File: src/rtl/handshake_burst_master.sv
// Valid/ready burst source: on start it latches a configuration and sends
// bursts of generated beats (incr, decr, constant or LFSR data). It can
// auto-repeat bursts with a programmable idle gap until abort.
module handshake_burst_master #(
   parameter int unsigned       DATA_W   = 8,
   parameter int unsigned       LEN_W    = 4,
   parameter int unsigned       GAP_W    = 4,
   parameter logic [DATA_W-1:0] LFSR_TAP = 8'hB8
) (
   input  logic              sys_clk,
   input  logic              rst_n,
   input  logic              start,
   input  logic [LEN_W-1:0]  cfg_len,
   input  logic [1:0]        cfg_mode,
   input  logic [DATA_W-1:0] cfg_seed,
   input  logic [GAP_W-1:0]  cfg_gap,
   input  logic              cfg_repeat,
   input  logic              abort,
   input  logic              ready_up,
   output logic              valid_up,
   output logic [DATA_W-1:0] data_up,
   output logic              last_up,
   output logic              busy,
   output logic              done,
   output logic [LEN_W-1:0]  beat_cnt
);

   typedef enum logic [1:0] {StIdle, StSend, StGap} state_e;

   localparam logic [1:0]        ModeIncr = 2'b00;
   localparam logic [1:0]        ModeDecr = 2'b01;
   localparam logic [1:0]        ModeLfsr = 2'b11;
   localparam logic [DATA_W-1:0] DataOne  = DATA_W'(1);
   localparam logic [LEN_W-1:0]  LenOne   = LEN_W'(1);
   localparam logic [GAP_W-1:0]  GapOne   = GAP_W'(1);

   state_e              state_q, state_d;
   logic [LEN_W-1:0]    len_q, len_d;
   logic [1:0]          mode_q, mode_d;
   logic [DATA_W-1:0]   seed_q, seed_d;
   logic [GAP_W-1:0]    gap_q, gap_d;
   logic                repeat_q, repeat_d;
   logic                abort_seen_q, abort_seen_d;
   logic [GAP_W-1:0]    gap_cnt_q, gap_cnt_d;
   logic [DATA_W-1:0]   data_q, data_d;
   logic [LEN_W-1:0]    cnt_q, cnt_d;
   logic                last_q, last_d;
   logic                done_q, done_d;

   logic                accept;
   logic [DATA_W-1:0]   seed_eff;
   logic [DATA_W-1:0]   data_next;

   // Output decode straight from registered state; no path from ready_up.
   assign valid_up = (state_q == StSend);
   assign busy     = (state_q != StIdle);
   assign data_up  = data_q;
   assign last_up  = last_q;
   assign done     = done_q;
   assign beat_cnt = cnt_q;
   assign accept   = valid_up & ready_up;

   // Seed as it will be stored; an all-zero LFSR would lock up, so use 1.
   always_comb begin
      seed_eff = cfg_seed;
      if (cfg_mode == ModeLfsr && cfg_seed == '0) begin
         seed_eff = DataOne;
      end
   end

   // Data value following the current beat for the latched mode.
   always_comb begin
      data_next = data_q;
      unique case (mode_q)
         ModeIncr: data_next = data_q + DataOne;
         ModeDecr: data_next = data_q - DataOne;
         ModeLfsr: data_next = {data_q[DATA_W-2:0], ^(data_q & LFSR_TAP)};
         default:  data_next = data_q;
      endcase
   end

   // Next-state and registered-output logic for the IDLE/SEND/GAP sequencer.
   always_comb begin
      state_d      = state_q;
      len_d        = len_q;
      mode_d       = mode_q;
      seed_d       = seed_q;
      gap_d        = gap_q;
      repeat_d     = repeat_q;
      abort_seen_d = abort_seen_q;
      gap_cnt_d    = gap_cnt_q;
      data_d       = data_q;
      cnt_d        = cnt_q;
      last_d       = last_q;
      done_d       = 1'b0;

      unique case (state_q)
         StIdle: begin
            if (start) begin
               state_d      = StSend;
               len_d        = cfg_len;
               mode_d       = cfg_mode;
               seed_d       = seed_eff;
               gap_d        = cfg_gap;
               repeat_d     = cfg_repeat;
               abort_seen_d = 1'b0;
               data_d       = seed_eff;
               cnt_d        = '0;
               last_d       = (cfg_len == '0);
            end
         end
         StSend: begin
            // abort only takes effect at the burst boundary
            abort_seen_d = abort_seen_q | abort;
            if (accept) begin
               if (last_q) begin
                  done_d       = 1'b1;
                  cnt_d        = '0;
                  abort_seen_d = 1'b0;
                  if (!repeat_q || abort_seen_q || abort) begin
                     state_d = StIdle;
                     data_d  = '0;
                     last_d  = 1'b0;
                  end else if (gap_q == '0) begin
                     data_d = seed_q;
                     last_d = (len_q == '0);
                  end else begin
                     state_d   = StGap;
                     gap_cnt_d = gap_q;
                     data_d    = '0;
                     last_d    = 1'b0;
                  end
               end else begin
                  cnt_d  = cnt_q + LenOne;
                  data_d = data_next;
                  last_d = ((cnt_q + LenOne) == len_q);
               end
            end
         end
         StGap: begin
            if (abort) begin
               state_d   = StIdle;
               gap_cnt_d = '0;
            end else if (gap_cnt_q == GapOne) begin
               state_d   = StSend;
               gap_cnt_d = '0;
               data_d    = seed_q;
               cnt_d     = '0;
               last_d    = (len_q == '0);
            end else begin
               gap_cnt_d = gap_cnt_q - GapOne;
            end
         end
         default: begin
            state_d = StIdle;
            data_d  = '0;
            cnt_d   = '0;
            last_d  = 1'b0;
         end
      endcase
   end

   // State and configuration registers with asynchronous active-low reset.
   always_ff @(posedge sys_clk or negedge rst_n) begin
      if (!rst_n) begin
         state_q      <= StIdle;
         len_q        <= '0;
         mode_q       <= '0;
         seed_q       <= '0;
         gap_q        <= '0;
         repeat_q     <= 1'b0;
         abort_seen_q <= 1'b0;
         gap_cnt_q    <= '0;
         data_q       <= '0;
         cnt_q        <= '0;
         last_q       <= 1'b0;
         done_q       <= 1'b0;
      end else begin
         state_q      <= state_d;
         len_q        <= len_d;
         mode_q       <= mode_d;
         seed_q       <= seed_d;
         gap_q        <= gap_d;
         repeat_q     <= repeat_d;
         abort_seen_q <= abort_seen_d;
         gap_cnt_q    <= gap_cnt_d;
         data_q       <= data_d;
         cnt_q        <= cnt_d;
         last_q       <= last_d;
         done_q       <= done_d;
      end
   end

endmodule

File: config.mk
export PLATFORM = sky130hd
export DESIGN_NAME = handshake_burst_master
export DESIGN_NICKNAME = d
export VERILOG_FILES = /design/src/rtl/handshake_burst_master.sv
export SDC_FILE = /design/constraint.sdc
export NUM_CORES = 1
export LEC_CHECK = 0
export ABC_AREA = 1
export BUFFER_PORTS_ARGS = -buffer_cell sky130_fd_sc_hd__buf_2
export CAP_MARGIN = 20
export CORE_MARGIN = 4
export CORE_UTILIZATION = 40
export CTS_BUF_LIST = sky130_fd_sc_hd__clkbuf_8
export DETAILED_ROUTE_END_ITERATION = 16
export GPL_ROUTABILITY_DRIVEN = 0
export PLACE_DENSITY = 0.65
export SLEW_MARGIN = 10
export SYNTH_ARGS = -nofsm -noshare
export SYNTH_HDL_FRONTEND = slang
export SYNTH_SLANG_ARGS = --single-unit
export TNS_END_PERCENT = 20
File: constraint.sdc
create_clock -name sys_clk -period 1.8 [get_ports sys_clk]
set_input_delay 0.36 -clock sys_clk [delete_from_list [all_inputs] [get_ports sys_clk]]
set_output_delay 0.36 -clock sys_clk [all_outputs]
set_load 0.005 [all_outputs]
# After elaboration in Yosys (flattened, before gate mapping)
# Cells that the tools add are included.
dict set report classes {
  reduce_logical 20
  mux 46
  n_eq_ne 17
  bitwise 2
  n_addsub 4
}
# cell n
set ops {}
lappend ops {{$mux 8} 8}
lappend ops {{$pmux 8 s3} 2}
lappend ops {{$mux 4} 11}
lappend ops {{$reduce_and 5->1} 3}
lappend ops {{$mux 2} 7}
lappend ops {{$mux 1} 13}
lappend ops {{$logic_not 4->1} 3}
lappend ops {{$pmux 4 s3} 1}
lappend ops {{$ne 2x2->1 const B} 5}
lappend ops {{$add 8x1->8 const B} 1}
lappend ops {{$logic_not 8->1} 1}
lappend ops {{$pmux 4 s2} 1}
lappend ops {{$reduce_xor 8->1} 1}
lappend ops {{$sub 8x1->8 const B} 1}
lappend ops {{$eq 2x2->1 const B} 3}
lappend ops {{$ne 3x3->1 const B} 2}
lappend ops {{$pmux 2 s3} 1}
lappend ops {{$reduce_bool 2->1} 3}
lappend ops {{$ne 5x1->1 const B} 1}
lappend ops {{$add 4x1->4 const B} 1}
lappend ops {{$eq 2x1->1 const B} 2}
lappend ops {{$eq 4x1->1 const B} 1}
lappend ops {{$eq 4x4->1} 1}
lappend ops {{$logic_not 2->1} 2}
lappend ops {{other kinds (11)} 14}
dict set report word_totals {
  output_inout_bits 16
  register_bits 40
  word_cells 101
  input_bits 24
}

# Logic depth before layout (Yosys ltp)
# Gate-level depths: netlist (run 1).
dict set report logic_depth {
  word_depth 7
  depth_mapped 17
  depth_no_buf 17
}

# Worst setup path after synthesis (run 1)
# OpenSTA, ideal clock, no wires.
dict set report synth_timing {
  kind {reg2reg}
  from {reg mode_q[1]}
  to {reg data_q[2], in the netlist data_up[2]}
  setup_slack_ns 0.128
  required_ns 1.679
  arrival_time_ns 1.551
  path_stages_with_launch 15
  path_cell_list {dfrtp_1 inv_4 nand2_8 nand2_1 nand2_1 inv_1 ha_1 inv_1 nand2_1 xor2_1 nand2_1 o211ai_1 o211ai_1 nand2_1 o21ai_1}
}
dict set report synth_between {
  elab_chain_cells 5
  word_cells_on_any_way 9
  cone_classes {eq/ne: 3; mux: 4; reduce/logical: 2}
}
# element line_no
set synth_rtl {}
lappend synth_rtl {{from (decl)} 39} ;# logic [1:0] mode_q, mode_d;
lappend synth_rtl {{from (signal assigned)} 181} ;# mode_q <= mode_d;
lappend synth_rtl {{$eq 2x2->1, or another cell as far along} 74} ;# unique case (mode_q)
lappend synth_rtl {{$pmux 8 s3} 74}
lappend synth_rtl {{$mux 8} 116} ;# if (last_q) begin
lappend synth_rtl {{$mux 8} 115} ;# if (accept) begin
lappend synth_rtl {{$pmux 8 s3} 97} ;# unique case (state_q)
lappend synth_rtl {{to (signal assigned)} 187} ;# data_q <= data_d;
lappend synth_rtl {{to (decl)} 45} ;# logic [DATA_W-1:0] data_q, data_d;
# Parallel ways exist; a longest one is shown, timed or not. The select of a mux whose other input is x is not followed.
# A chain may end at the register's enable or synchronous reset.

# Worst setup path after layout (run 1)
dict set report layout_timing {
  from {reg mode_q[1]}
  to {reg data_q[3], in the netlist data_up[3]}
}
# The elaborated chain is that of the path after synthesis.

==> impl_metrics.yaml, run 1 <==
floorplanning:
  rows: 29
  start_util: 0.423
  die_h_um: 90.8
  core-area_um2: 6490
  die_width_um: 90.8
  io_pins: 40
  fp.dieArea_um2: 8250
synthesis:
  synth_edf_count: 0
  synth_area_um2: 2750
  synth-seq-area-share: 0.365
  syn_nets: 406
  syn_area_per_cell_um2: 7.26
  yosysWarnings: 0
  ys.flop_type: "dfrtp_1"
  synth_cells: 378
  synthDominantCellAreaShare: 0.365
  synth_top_area_cell: "dfrtp_1"
  ys_ff_latch: 40
  synthTopCellsByArea: "dfrtp_1 36%, nand2_1 16%, o21ai_0 7.1%, inv_1 6.4%, nand3_1 3.5%"
  synth_cell_types: 40
  async_flop_share: 1.00
layout:
  layout-drive-gt1-share: 0.298
  final_cell_mix: "113 x nand2_1, 46 x inv_1, 39 x o21ai_0, 39 x buf_2, 38 x dfrtp_1"
  insertedDiodeCount: 0
  utilization: 0.517
  final_common_cell: "nand2_1"
  nets: 470
  syn2layout_area_growth_pct: 22.3
  fin_cells: 520
routing:
  ant_nets: 0
  drcViolationCount: 0
  via_count: 2538
  routed_via_density: 4.88
  wl_per_cell_um: 12.5
  routed_wl_mm: 6.52
  dr.first_iter.drc_count: 68
  first_pass_iters: 4
worst_setup_path:
  cp.arrival_ps: 1930
  cp-startpoint: "mode_q[1]"
  start_kind: "register"
  cp.required_ps: 1990
  end_kind: "register"
  critPathMaxFanout: 5
  r2r-start: "mode_q[1]"
  crit_type: "register to register"
sta:
  fmax_mhz: 577
  report.final.slew_viol_count: 0
  fin_skew_ps: 9.90
  setup_violations: 0
  hold_viol: 0
  period_needed_ps: 1730
  setup_tns_ps: 0
  worstMarginPinSlew_ps: 461
  rsz0062_at_grt: "true"
  slew_headroom: 0.690
  finalCritPeriodShare: 0.964
job:
  cap_violations: 0
global_route:
  grt_pass1_vias: 2448
  grt_overflow: 0
  grt_usage: 0.164
  grt_antenna_before_repair: 0
  grt_max_degree: 22
  grt_pass1_wl_mm: 11.2
power_and_ir_drop:
  power_mw: 6.19
  peakVddDrop_mv: 0.665
  p_per_area_nw_per_um2: 1840
  p_leak_nw: 1.73
clocking:
  cts_made_buffers: 5
  clkTransAtPathRegs_ps: 80
  cts_tree: "built"
  cts_sinks: 40
  cts-hold-fix-buffers: 0
  htreeDepth: 2
  clock-root-buffer: "clkbuf_8"
  worstSkewPairLatency_ps: 290
  cts_buffer_depth: 2
run_status:
  status: "finished clean"
placed_design:
  io_buffers: 39
  dp.cells: 505
  hpwl_mm: 5.14
hold_path:
  hold_class: "primary input to async pin"
## cell families after synthesis
group / count (synthesis) / synth area share
fa+ha+maj: 4 / 0.0182
buf+inv: 66 / 0.0985
compound gates: 67 / 0.150
xor+xnor: 9 / 0.0287
flops: 40 / 0.365
simple gates: 192 / 0.340
## what timing repair did
item | 4_1_cts | 5_1_grt
endpoints found under the setup margin | 1 | 11
buffers inserted | 2 | 5
gates cloned | 0 | 0
hold endpoints to repair | 0 | 0
pin swaps | 1 | 12
gates resized for setup | 1 | 19
## worst max-delay path: stages (launching register included)
cell,delay (ps)
dfrtp_1,410
inv_4,110
nand3_2,90
buf_4,140
buf_4,130
nand3_2,90
o21bai_4,80
or2_1,210
nand3_1,70
nand3_1,80
nand2_1,70
nand2_1,50
nand2_1,50
nand2_1,40
## cells in the mapped netlist, drive strengths merged (2+ instances only)
library cell / count
xor2: 5
nand2: 133
buf: 5
ha: 4
inv: 61
nand3: 23
nor3: 4
or2: 2
a21oi: 7
nand4: 2
xnor2: 4
nor2: 23
o22ai: 7
o211ai: 4
nor4: 4
dfrtp: 40
o21ai: 46
## layer usage
| metal | share of wire | track usage | wire length [um] | up-vias |
|---|---|---|---|---|
| met2 | 0.49 | 0.288 | 3220 | 43 |
| li1 | - | - | - | 1329 |
| met1 | 0.45 | 0.209 | 2950 | 1158 |
| met3 | 0.040 | 0.0308 | 264 | 8 |
| met5 | 0 | 0 | 0 | - |
| met4 | 0.013 | 0.0377 | 82 | 0 |
## registers in the layout, indices dropped and copies added, names as in the netlist
register      flops
gap_q             4
seed_q            8
mode_q            2
len_q             4
repeat_q          1
state_q           2
data_up           8
beat_cnt          4
done              1
last_up           1
abort_seen_q      1
gap_cnt_q         4
## final timing paths
check / to / slack [ps] / cells after the start
max in group asynchronous: mode_q[0] / 1320 / 2
worst max-delay path: data_up[3] / 70 / 13
worst max register to register: data_up[3] / 70 / 13
worst min-delay path: last_up / 10 / 1
worst min register to register: repeat_q / 470 / 2
min in group sys_clk: gap_q[3] / 270 / 3
## stage by stage
step / setup WS (ps) / hold slack [ps] / area, um2
floorplan: 128 / 64.4 / 2750
global placement: 25.2 / 340 / 3140
detailed placement: -18.5 / 340 / 3140
CTS: 8.70 / 18.7 / 3260
global route: -101 / 38.0 / 3360
finish: 65.4 / 10.3 / 3360
## power breakdown
part | internal (mW) | switching, mW
logic | 1.54 | 2.21
clock network | 0.406 | 0.319
registers | 1.31 | 0.403
total | 3.26 | 2.93
## final cells by class
type / instances / area, um2
Fill cell: 648 / 3140
Multi-Input combinational cell: 272 / 1530
Sequential cell: 40 / 1000
Timing Repair Buffer: 62 / 388
Inverter: 61 / 236
Tap cell: 77 / 96.3
Clock buffer: 5 / 68.8
Clock inverter: 3 / 38.8
(Power assumes the default switching activity.)
==> inputs of run 2 (changes only) <==
==> constraint.sdc (replaced) <==
create_clock -name sys_clk -period 2.11 [get_ports sys_clk]
set_input_delay 0.422 -clock sys_clk [delete_from_list [all_inputs] [get_ports sys_clk]]
set_output_delay 0.422 -clock sys_clk [all_outputs]
set_load 0.01 [all_outputs]
==> run 2 against run 1 <==
Effect of this change: count of clock-buffer cells in the layout unchanged; global-route usage decreased by 0.31 points; first-iteration DRC count increased by 72%; cell count decreased by 3.5%; setup slack improved by 170 ps; largest power group unchanged.
==> impl_metrics.yaml, run 2 (same netlist as run 1, synthesis figures left out) <==
run_status:
  status: "finished clean"
placed_design:
  hpwl_mm: 5.03
  dpl-instance-area_um2: 3060
  dp_slack_ps: 108
  io_buffers: 39
sta:
  fin_skew_ps: 11.9
  layout_setup_ws_ps: 240
  worstMarginPinSlew_ps: 491
  fmax_mhz: 535
  setup_violations: 0
  rsz0062_at_grt: "false"
  report.final.slew_viol_count: 0
  slew_headroom: 0.673
  hold_viol: 0
  setup_tns_ps: 0
  period_needed_ps: 1870
  finalCritPeriodShare: 0.886
routing:
  routed_wl_mm: 6.43
  wl_per_cell_um: 12.8
  first_pass_iters: 4
  ant_nets: 0
  drcViolationCount: 0
  routed_via_density: 4.94
  via_count: 2478
  dr.first_iter.drc_count: 117
clocking:
  clkTransAtPathRegs_ps: 90
  worstSkewPairLatency_ps: 300
  cts_tree: "built"
  cts_made_buffers: 5
  htreeDepth: 2
  cts_buffer_depth: 2
  postCtsSetupBuffers: 0
  cts_sinks: 40
  clock-root-buffer: "clkbuf_8"
layout:
  nets: 452
  insertedDiodeCount: 0
  layout-drive-gt1-share: 0.235
  fillers: 658
  syn2layout_area_growth_pct: 15.3
  final_cell_area_um2: 3160
  final_cell_mix: "120 x nand2_1, 48 x inv_1, 39 x o21ai_0, 39 x dfrtp_1, 39 x buf_2"
  multi_input_area_um2: 1480
  final_common_cell: "nand2_1"
  ff_latch_area_um2: 1000
floorplanning:
  die_h_um: 90.8
  die_width_um: 90.8
  start_util: 0.423
  core-area_um2: 6490
  rows: 29
  fp.dieArea_um2: 8250
  io_pins: 40
job:
  cap_violations: 0
worst_setup_path:
  ff2ff_path_depth: 17
  slowest_delay_ps: 450
  reg2reg_slack_ps: 240
  cp.arrival_ps: 2070
  worst-path-buf-inv: 3
  crit_top_cell: "nand2_1"
  path_cells: "inv_4 > nand2_8 > nand2_1 > nand2_1 > inv_1 > ha_1 > inv_1 > nand2_1 > nand3_1 > nand2_1 > nand2_1 > nand3_1 > nand2_1 > nand2_1 > nand2_1 > nand2_1 > nand2_1"
  crit_type: "register to register"
  critPathMaxFanout: 10
  end_kind: "register"
  r2r-start: "mode_q[1]"
  cp.required_ps: 2310
  cp_slowest_cell: "dfrtp_1"
  start_kind: "register"
  regToRegEndpoint: "data_up[6]"
  cp_top_family: "simple AND/OR/NAND/NOR gates"
global_route:
  grt_overflow: 0
  grt_pass1_wl_mm: 11.0
  grt_pass1_vias: 2386
  grt_antenna_before_repair: 0
  grt_max_degree: 22
  grt_usage: 0.161
power_and_ir_drop:
  peakVddDrop_mv: 0.601
  p_leak_nw: 1.65
  intPower_mw: 2.51
  power_mw: 4.91
  power_frac_clock: 0.126
  swShare: 0.490
  pwr-share-comb: 0.569
  p_switching_mw: 2.41
  p_per_area_nw_per_um2: 1550
  seqPwrFrac: 0.305
hold_path:
  hold_class: "primary input to async pin"
run 2: power by group through the flow:
stage | Clock (mW) | Combinational, mW | Sequential [mW]
CTS | 0.629 | 2.81 | 1.50
global placement | 0 | 2.76 | 1.50
floorplan | 0 | 2.17 | 1.45
finish | 0.620 | 2.80 | 1.50
global route | 0.662 | 3.21 | 1.55
detailed placement | 0 | 2.79 | 1.51
run 2: final cells by class:
| type | count | share of cell area |
|---|---|---|
| Multi-Input combinational cell | 272 | 0.467 |
| Sequential cell | 40 | 0.317 |
| Clock inverter | 3 | 0.0123 |
| Tap cell | 77 | 0.0304 |
| Timing Repair Buffer | 44 | 0.0775 |
| Clock buffer | 5 | 0.0217 |
| Inverter | 61 | 0.0747 |
run 2: routing by layer:
metal	global-route usage	wire (um)	up-vias	part of all wire
li1	-	-	1302	-
met1	0.211	3040	1104	0.47
met2	0.268	2940	59	0.46
met3	0.0258	300	13	0.047
met4	0.0603	150	0	0.023
met5	0	0	-	0
run 2: metrics by stage:
step	hold WS (ps)	cells	util
after global routing	117	502	0.487
after detailed placement	417	494	0.470
after global placement	419	494	0.470
after floorplan	126	378	-
after CTS	98.8	502	0.487
final	88.7	502	0.487
run 2: what timing repair did:
| item | 4_1_cts | 5_1_grt |
|---|---|---|
| hold buffers | 0 | 0 |
| setup endpoints to repair | 0 | 5 |
| gates resized for setup | 0 | 1 |
run 2: worst max path at each step:
stage / end / startpoint / cells after the start / slack [ps]
floorplan: data_up[2] / mode_q[1] / 14 / 440
global placement: data_up[2] / mode_q[0] / 12 / 180
detailed placement: data_up[2] / mode_q[0] / 12 / 110
CTS: data_up[2] / mode_q[0] / 12 / 90
global route: data_up[6] / mode_q[1] / 17 / 10
finish: data_up[6] / mode_q[1] / 17 / 240
